$ cat src/rtl/riscv_fetch_stage.sv
// Instruction-fetch stage: owns the fetch PC, issues in-order imem requests, and buffers {inst, pc} for decode.
// Redirects clear the buffer and count the stale in-flight responses that must be dropped.
module riscv_fetch_stage #(
  parameter logic [31:0] RESET_PC = 32'h0000_0000,
  parameter int unsigned FB_DEPTH = 2
) (
  input  logic        clk,
  input  logic        reset,
  input  logic        redirect_valid_in,
  input  logic [31:0] redirect_pc_in,
  output logic        imem_req_valid_out,
  input  logic        imem_req_ready_in,
  output logic [31:0] imem_addr_out,
  input  logic        imem_rsp_valid_in,
  input  logic [31:0] imem_rsp_data_in,
  output logic        inst_valid_out,
  input  logic        inst_ready_in,
  output logic [31:0] inst_out,
  output logic [31:0] pc_out
);
  localparam int unsigned PTR_W = $clog2(FB_DEPTH);
  localparam int unsigned CNT_W = PTR_W + 1;
  localparam logic [CNT_W-1:0] DEPTH_C = CNT_W'(FB_DEPTH);

  typedef enum logic [1:0] {S_BOOT = 2'd0, S_RUN = 2'd1, S_FLUSH = 2'd2} state_e;

  state_e           state_q, state_d;
  logic [31:0]      pc_q, pc_d;
  logic [CNT_W-1:0] pc_cnt_q, pc_cnt_d, data_cnt_q, data_cnt_d, drop_cnt_q, drop_cnt_d;
  logic [PTR_W-1:0] pc_wptr_q, pc_wptr_d, pc_rptr_q, pc_rptr_d;
  logic [PTR_W-1:0] data_wptr_q, data_wptr_d, data_rptr_q, data_rptr_d;
  logic [31:0]      pc_mem_q   [FB_DEPTH];
  logic [31:0]      data_mem_q [FB_DEPTH];

  logic             req_fire, out_fire, rsp_push;
  logic [CNT_W-1:0] in_flight, redirect_drop;

  // Requests are gated by redirect so a fire never coincides with a PC reload.
  assign imem_req_valid_out = (state_q == S_RUN) && (pc_cnt_q < DEPTH_C) && !redirect_valid_in;
  assign imem_addr_out      = pc_q;
  assign inst_valid_out     = (data_cnt_q != '0);
  assign inst_out           = inst_valid_out ? data_mem_q[data_rptr_q] : '0;
  assign pc_out             = inst_valid_out ? pc_mem_q[pc_rptr_q] : '0;

  assign req_fire  = imem_req_valid_out && imem_req_ready_in;
  assign out_fire  = inst_valid_out && inst_ready_in;
  assign rsp_push  = imem_rsp_valid_in && (state_q == S_RUN) && !redirect_valid_in;
  assign in_flight = pc_cnt_q - data_cnt_q;
  assign redirect_drop = in_flight + ((state_q == S_FLUSH) ? drop_cnt_q : '0)
                         - CNT_W'(imem_rsp_valid_in);

  always_comb begin
    state_d     = state_q;
    pc_d        = pc_q;
    drop_cnt_d  = drop_cnt_q;
    pc_cnt_d    = pc_cnt_q + CNT_W'(req_fire) - CNT_W'(out_fire);
    data_cnt_d  = data_cnt_q + CNT_W'(rsp_push) - CNT_W'(out_fire);
    pc_wptr_d   = pc_wptr_q + PTR_W'(req_fire);
    pc_rptr_d   = pc_rptr_q + PTR_W'(out_fire);
    data_wptr_d = data_wptr_q + PTR_W'(rsp_push);
    data_rptr_d = data_rptr_q + PTR_W'(out_fire);

    unique case (state_q)
      S_BOOT:  state_d = S_RUN;
      S_RUN:   if (req_fire) pc_d = pc_q + 32'd4;
      S_FLUSH: begin
        if (imem_rsp_valid_in && (drop_cnt_q != '0)) begin
          drop_cnt_d = drop_cnt_q - CNT_W'(1);
          if (drop_cnt_q == CNT_W'(1)) state_d = S_RUN;
        end
      end
      default: state_d = S_BOOT;
    endcase

    // Redirect wins over everything: the buffer is discarded, and the head consumed this cycle is gone anyway.
    if (redirect_valid_in) begin
      pc_d        = redirect_pc_in & ~32'h3;
      pc_cnt_d    = '0;
      data_cnt_d  = '0;
      pc_wptr_d   = '0;
      pc_rptr_d   = '0;
      data_wptr_d = '0;
      data_rptr_d = '0;
      drop_cnt_d  = redirect_drop;
      state_d     = (redirect_drop != '0) ? S_FLUSH : S_RUN;
    end
  end

  always_ff @(posedge clk or negedge reset) begin
    if (!reset) begin
      state_q     <= S_BOOT;
      pc_q        <= RESET_PC;
      pc_cnt_q    <= '0;
      data_cnt_q  <= '0;
      drop_cnt_q  <= '0;
      pc_wptr_q   <= '0;
      pc_rptr_q   <= '0;
      data_wptr_q <= '0;
      data_rptr_q <= '0;
    end else begin
      state_q     <= state_d;
      pc_q        <= pc_d;
      pc_cnt_q    <= pc_cnt_d;
      data_cnt_q  <= data_cnt_d;
      drop_cnt_q  <= drop_cnt_d;
      pc_wptr_q   <= pc_wptr_d;
      pc_rptr_q   <= pc_rptr_d;
      data_wptr_q <= data_wptr_d;
      data_rptr_q <= data_rptr_d;
    end
  end

  // Storage is left unreset; outputs are masked by valid instead.
  for (genvar gi = 0; gi < FB_DEPTH; gi++) begin : g_entry
    always_ff @(posedge clk) begin
      if (req_fire && (pc_wptr_q == PTR_W'(gi))) pc_mem_q[gi] <= pc_q;
      if (rsp_push && (data_wptr_q == PTR_W'(gi))) data_mem_q[gi] <= imem_rsp_data_in;
    end
  end

  rsp_credit_a: assert property (@(posedge clk) disable iff (!reset)
    !(rsp_push && (data_cnt_q == DEPTH_C)));

endmodule

$ cat config.mk
export PLATFORM = sky130hd
export DESIGN_NAME = riscv_fetch_stage
export DESIGN_NICKNAME = d
export VERILOG_FILES = /design/src/rtl/riscv_fetch_stage.sv
export SDC_FILE = /design/constraint.sdc
export NUM_CORES = 1
export LEC_CHECK = 0
export BUFFER_PORTS_ARGS = -buffer_cell sky130_fd_sc_hd__buf_2
export CORE_UTILIZATION = 40
export CTS_BUF_LIST = sky130_fd_sc_hd__clkbuf_16
export DETAILED_ROUTE_END_ITERATION = 7
export SKIP_CTS_REPAIR_TIMING = 1
export SYNTH_ARGS = -nofsm -noshare
export SYNTH_HDL_FRONTEND = slang
export SYNTH_SLANG_ARGS = --single-unit
$ cat constraint.sdc
create_clock -name clk -period 3.15 [get_ports clk]
set_input_delay 0.4725 -clock clk [delete_from_list [all_inputs] [get_ports clk]]
set_output_delay 0.4725 -clock clk [all_outputs]
set_load 0.02 [all_outputs]
==> impl_metrics.py <==
metrics = {
    "setup_path": {
        "critical_path_peak_fanout": 5,
        "worst-endpoint-required_ps": 3420,
        "worst_ep_arrival_time_ps": 3060,
        "r2r_slack_ps": 360,
        "criticalPathCategory": "reg -> reg",
        "timing.rr.end": "drop_cnt_q[1]$_DFFE_PN0P_",
        "critPathLaunchType": "flop",
        "worst_setup_path_end_kind": "flop",
        "rr_worst_depth": 9,
        "timing.rr.start": "data_cnt_q[0]$_DFF_PN0_",
    },
    "clock_tree": {
        "cts_tree": "built",
        "clock-sinks": 166,
        "cts_inserted_buffers": 17,
        "cts.reportedPaths.clkPinSlew_ps": 70,
        "cts-root-to-sink-buffers": 2,
        "cts-htree-levels": 4,
        "cts-root-buf": "sky130_fd_sc_hd__clkbuf_16",
        "clock_insertion_delay_at_the_later_pin_of_the_skew_report_ps": 430,
    },
    "power": {
        "swShare_pct": 37.94,
        "power_switching_mw": 2.815,
        "leakagePower_nw": 3.546,
        "highest_ir_drop_seen_on_vdd_uv": 407.9,
        "power.internal_mw": 4.604,
        "power.density_mw_per_mm2": 834.6,
        "share_seq_of_total_power_pct": 38.5,
        "clkPwrFrac_pct": 26.9,
        "combinationalPowerShare_pct": 34.6,
        "post-layout-total-power_mw": 7.419,
    },
    "layout": {
        "area_growth_from_synthesis_to_layout_pct": 22.57,
        "finalNetCount": 789,
        "post-route-cell-area_mm2": 0.008889,
        "post_route_cells_drive_above_1_share_pct": 30.50,
        "antenna_cells_inserted": 0,
        "num-fill-cells": 1517,
    },
    "global_routing": {
        "number_of_antenna_violations_at_the_first_check_in_global_routing": 2,
        "gr-total-overflow": 0,
        "grt_pass1_vias": 4689,
        "grt_first_pass_wirelength_mm": 25.05,
        "grt_max_degree": 60,
        "grt_util_all_layers_pct": 17.93,
    },
    "logic_synthesis": {
        "fraction_of_synthesis_flops_using_an_asynchronous_set_or_reset_pin_pct": 25.30,
        "postSynthRegisterBits": 166,
        "post_synth.cell_area_avg_um2": 13.40,
        "synth-main-ff-cell": "sky130_fd_sc_hd__edfxtp_1",
        "yosysSeqAreaShare_pct": 65.84,
        "synth_edf_count": 124,
        "ys_types": 58,
        "ys.warnings.count": 0,
        "syn_area_mm2": 0.007252,
        "postSynthCellCount": 541,
    },
    "sta": {
        "setup-tns-final_ps": 0,
        "final-max-slew-violation-count": 0,
        "tightestPinTransition_ps": 591.2,
        "worst_max_slew_margin_expressed_relative_to_the_limit_pct": 60.54,
        "final_period_minus_worst_setup_slack_ps": 2795,
        "final.setup.worst_slack_ps": 355.4,
        "achievable-frequency_mhz": 357.8,
        "final.setup_skew_ps": 13.90,
        "whs_ps": 36.98,
        "finalHoldViolations": 0,
        "setup_viol_count_final": 0,
        "rsz0062_at_grt": "no",
        "finalCritPeriodShare_pct": 88.72,
    },
    "placed_design": {
        "worst_slack_placed_ps": 218.2,
        "io_buffer_count": 161,
        "dp_hpwl_mm": 11.31,
        "finalWeightedCongestion": 0.7678,
        "post_dp_cell_area_mm2": 0.008309,
    },
    "route": {
        "dr_total_vias": 4779,
        "final_antenna_net_count": 0,
        "detail_route.first_pass.iterations": 4,
        "drcViolationCount": 0,
        "dr.first_iter.drc_count": 259,
        "viasPerCell": 5.068,
        "wire_per_inst_um": 17.08,
        "finalWirelength_mm": 16.11,
    },
    "die": {
        "io_pins": 168,
        "floorplan.die.width_um": 136.6,
        "initial_core_util_pct": 41.49,
        "placement_rows": 48,
        "floorplan.die_area_mm2": 0.01867,
        "die_h_um": 136.6,
        "floorplan.core_area_mm2": 0.01748,
    },
    "job": {
        "drv.max_cap_violation_count": 0,
    },
    "worst_hold_path": {
        "timing.hold.worst.class": "in -> async",
    },
    "outcome": {
        "status": "complete, no violations",
    },
}
worst max-delay path by stage:
stage	cells past startpoint	slack [ps]	end	from
finish	9	360	drop_cnt_q[1]$_DFFE_PN0P_	data_cnt_q[0]$_DFF_PN0_
floorplan	9	540	drop_cnt_q[1]$_DFFE_PN0P_	imem_rsp_valid_in
detailed placement	10	220	drop_cnt_q[1]$_DFFE_PN0P_	imem_rsp_valid_in
global route	9	170	drop_cnt_q[1]$_DFFE_PN0P_	data_cnt_q[0]$_DFF_PN0_
global placement	10	280	drop_cnt_q[1]$_DFFE_PN0P_	imem_rsp_valid_in
CTS	9	400	drop_cnt_q[1]$_DFFE_PN0P_	data_cnt_q[0]$_DFF_PN0_
sequential cells by signal (all words and copies together) (netlist names):
signal / cells
data_cnt_q: 2
data_mem_q: 64
data_rptr_q: 1
data_wptr_q: 1
drop_cnt_q: 2
imem_addr_out: 30
pc_cnt_q: 2
pc_mem_q: 60
pc_rptr_q: 1
pc_wptr_q: 1
state_q: 2
critical path: stages, from the launching register on:
cell and delay [ps]:
sky130_fd_sc_hd__dfrtp_1 420, sky130_fd_sc_hd__inv_1 70, sky130_fd_sc_hd__fa_1 510, sky130_fd_sc_hd__fa_1 430, sky130_fd_sc_hd__ha_1 200, sky130_fd_sc_hd__xnor2_1 140, sky130_fd_sc_hd__xnor2_1 370, sky130_fd_sc_hd__o22ai_1 160
sky130_fd_sc_hd__a22oi_1 230, sky130_fd_sc_hd__o21ai_0 120
routing by layer:
metal | global-route usage (%) | part of all wire, % | routed length (um)
met1 | 23.33 | 45 | 7168
met2 | 28.23 | 48 | 7704
met3 | 5.519 | 6.7 | 1083
met4 | 6.358 | 0.76 | 122
met5 | 0 | 0.16 | 26
cells by family after synthesis:
| family | after synthesis | synth area share, % |
|---|---|---|
| other cells | 1 | 0.05171 |
| flops | 166 | 65.84 |
| xor+xnor | 19 | 2.295 |
| buf+inv | 51 | 3.037 |
| mux | 66 | 9.144 |
| compound gates | 58 | 5.694 |
| simple gates | 166 | 11.32 |
| fa+ha+maj | 14 | 2.622 |
power groups by stage:
stage               clock network, mW  logic [mW]  registers, mW
detailed placement                  0        2.59           2.90
finish                           2.00        2.57           2.85
floorplan                           0        1.78           2.83
global placement                    0        2.55           2.88
CTS                              2.05        2.61           2.85
global route                     2.13        2.83           2.89
layout by cell type (no fill, tap or decap), drive strengths merged, types with 2 or more instances in the layout:
cell / count
nand3: 12
nor3: 4
nand4: 10
a221oi: 3
nand2: 25
o21ai: 16
nand2b: 2
nor2: 85
clkinv: 5
and3: 7
mux2i: 64
xor2: 7
a211o: 2
inv: 29
and4: 6
a22oi: 2
o211ai: 5
a311oi: 6
edfxtp: 124
nor4: 5
ha: 12
conb: 4
a21oi: 3
mux2: 2
dfrtp: 42
clkbuf: 17
xnor2: 12
o31a: 2
buf: 174
o311ai: 2
a31oi: 4
a211oi: 3
and2: 3
nor2b: 4
fa: 2
area by class of cell:
class	count	area, um^2	share of cell area [%]
flip-flops and latches	166	4777	53.74
multi-input cells	327	2276	25.61
repair buffers	174	903.4	10.16
clock buffers	17	425.4	4.786
well taps	225	281.5	3.167
clock inverters	15	153.9	1.731
inverters	19	71.32	0.8024
stage by stage:
step           std cells  util [%]
5_1_grt              943     50.86
3_5_place_dp         911     47.54
6_report             943     50.86
4_1_cts              943     50.86
2_1_floorplan        544         -
3_3_place_gp         911     47.54
synthesized netlist by cell type (all sizes together), types with 2 or more instances:
master | count | share of area [%]
a311oi | 6 | 0.72
nor3 | 4 | 0.35
nor2 | 85 | 4.4
a31oi | 4 | 0.35
nor2b | 4 | 0.35
o211ai | 5 | 0.52
nand4 | 10 | 1.1
a22oi | 2 | 0.21
a211o | 2 | 0.24
xor2 | 7 | 0.85
mux2i | 64 | 8.8
and2 | 3 | 0.26
xnor2 | 12 | 1.4
o311ai | 2 | 0.24
buf | 12 | 1.0
nand3 | 12 | 0.90
edfxtp | 124 | 51
a221oi | 3 | 0.36
clkbuf | 20 | 1.1
nand2b | 2 | 0.17
nor4 | 5 | 0.60
mux2 | 2 | 0.31
o31a | 2 | 0.24
ha | 12 | 2.1
nand2 | 25 | 1.3
inv | 19 | 0.98
fa | 2 | 0.55
o21ai | 16 | 1.1
a21oi | 3 | 0.21
and4 | 6 | 0.72
a211oi | 3 | 0.31
and3 | 7 | 0.60
dfrtp | 42 | 14
(Power assumes the default switching activity.)
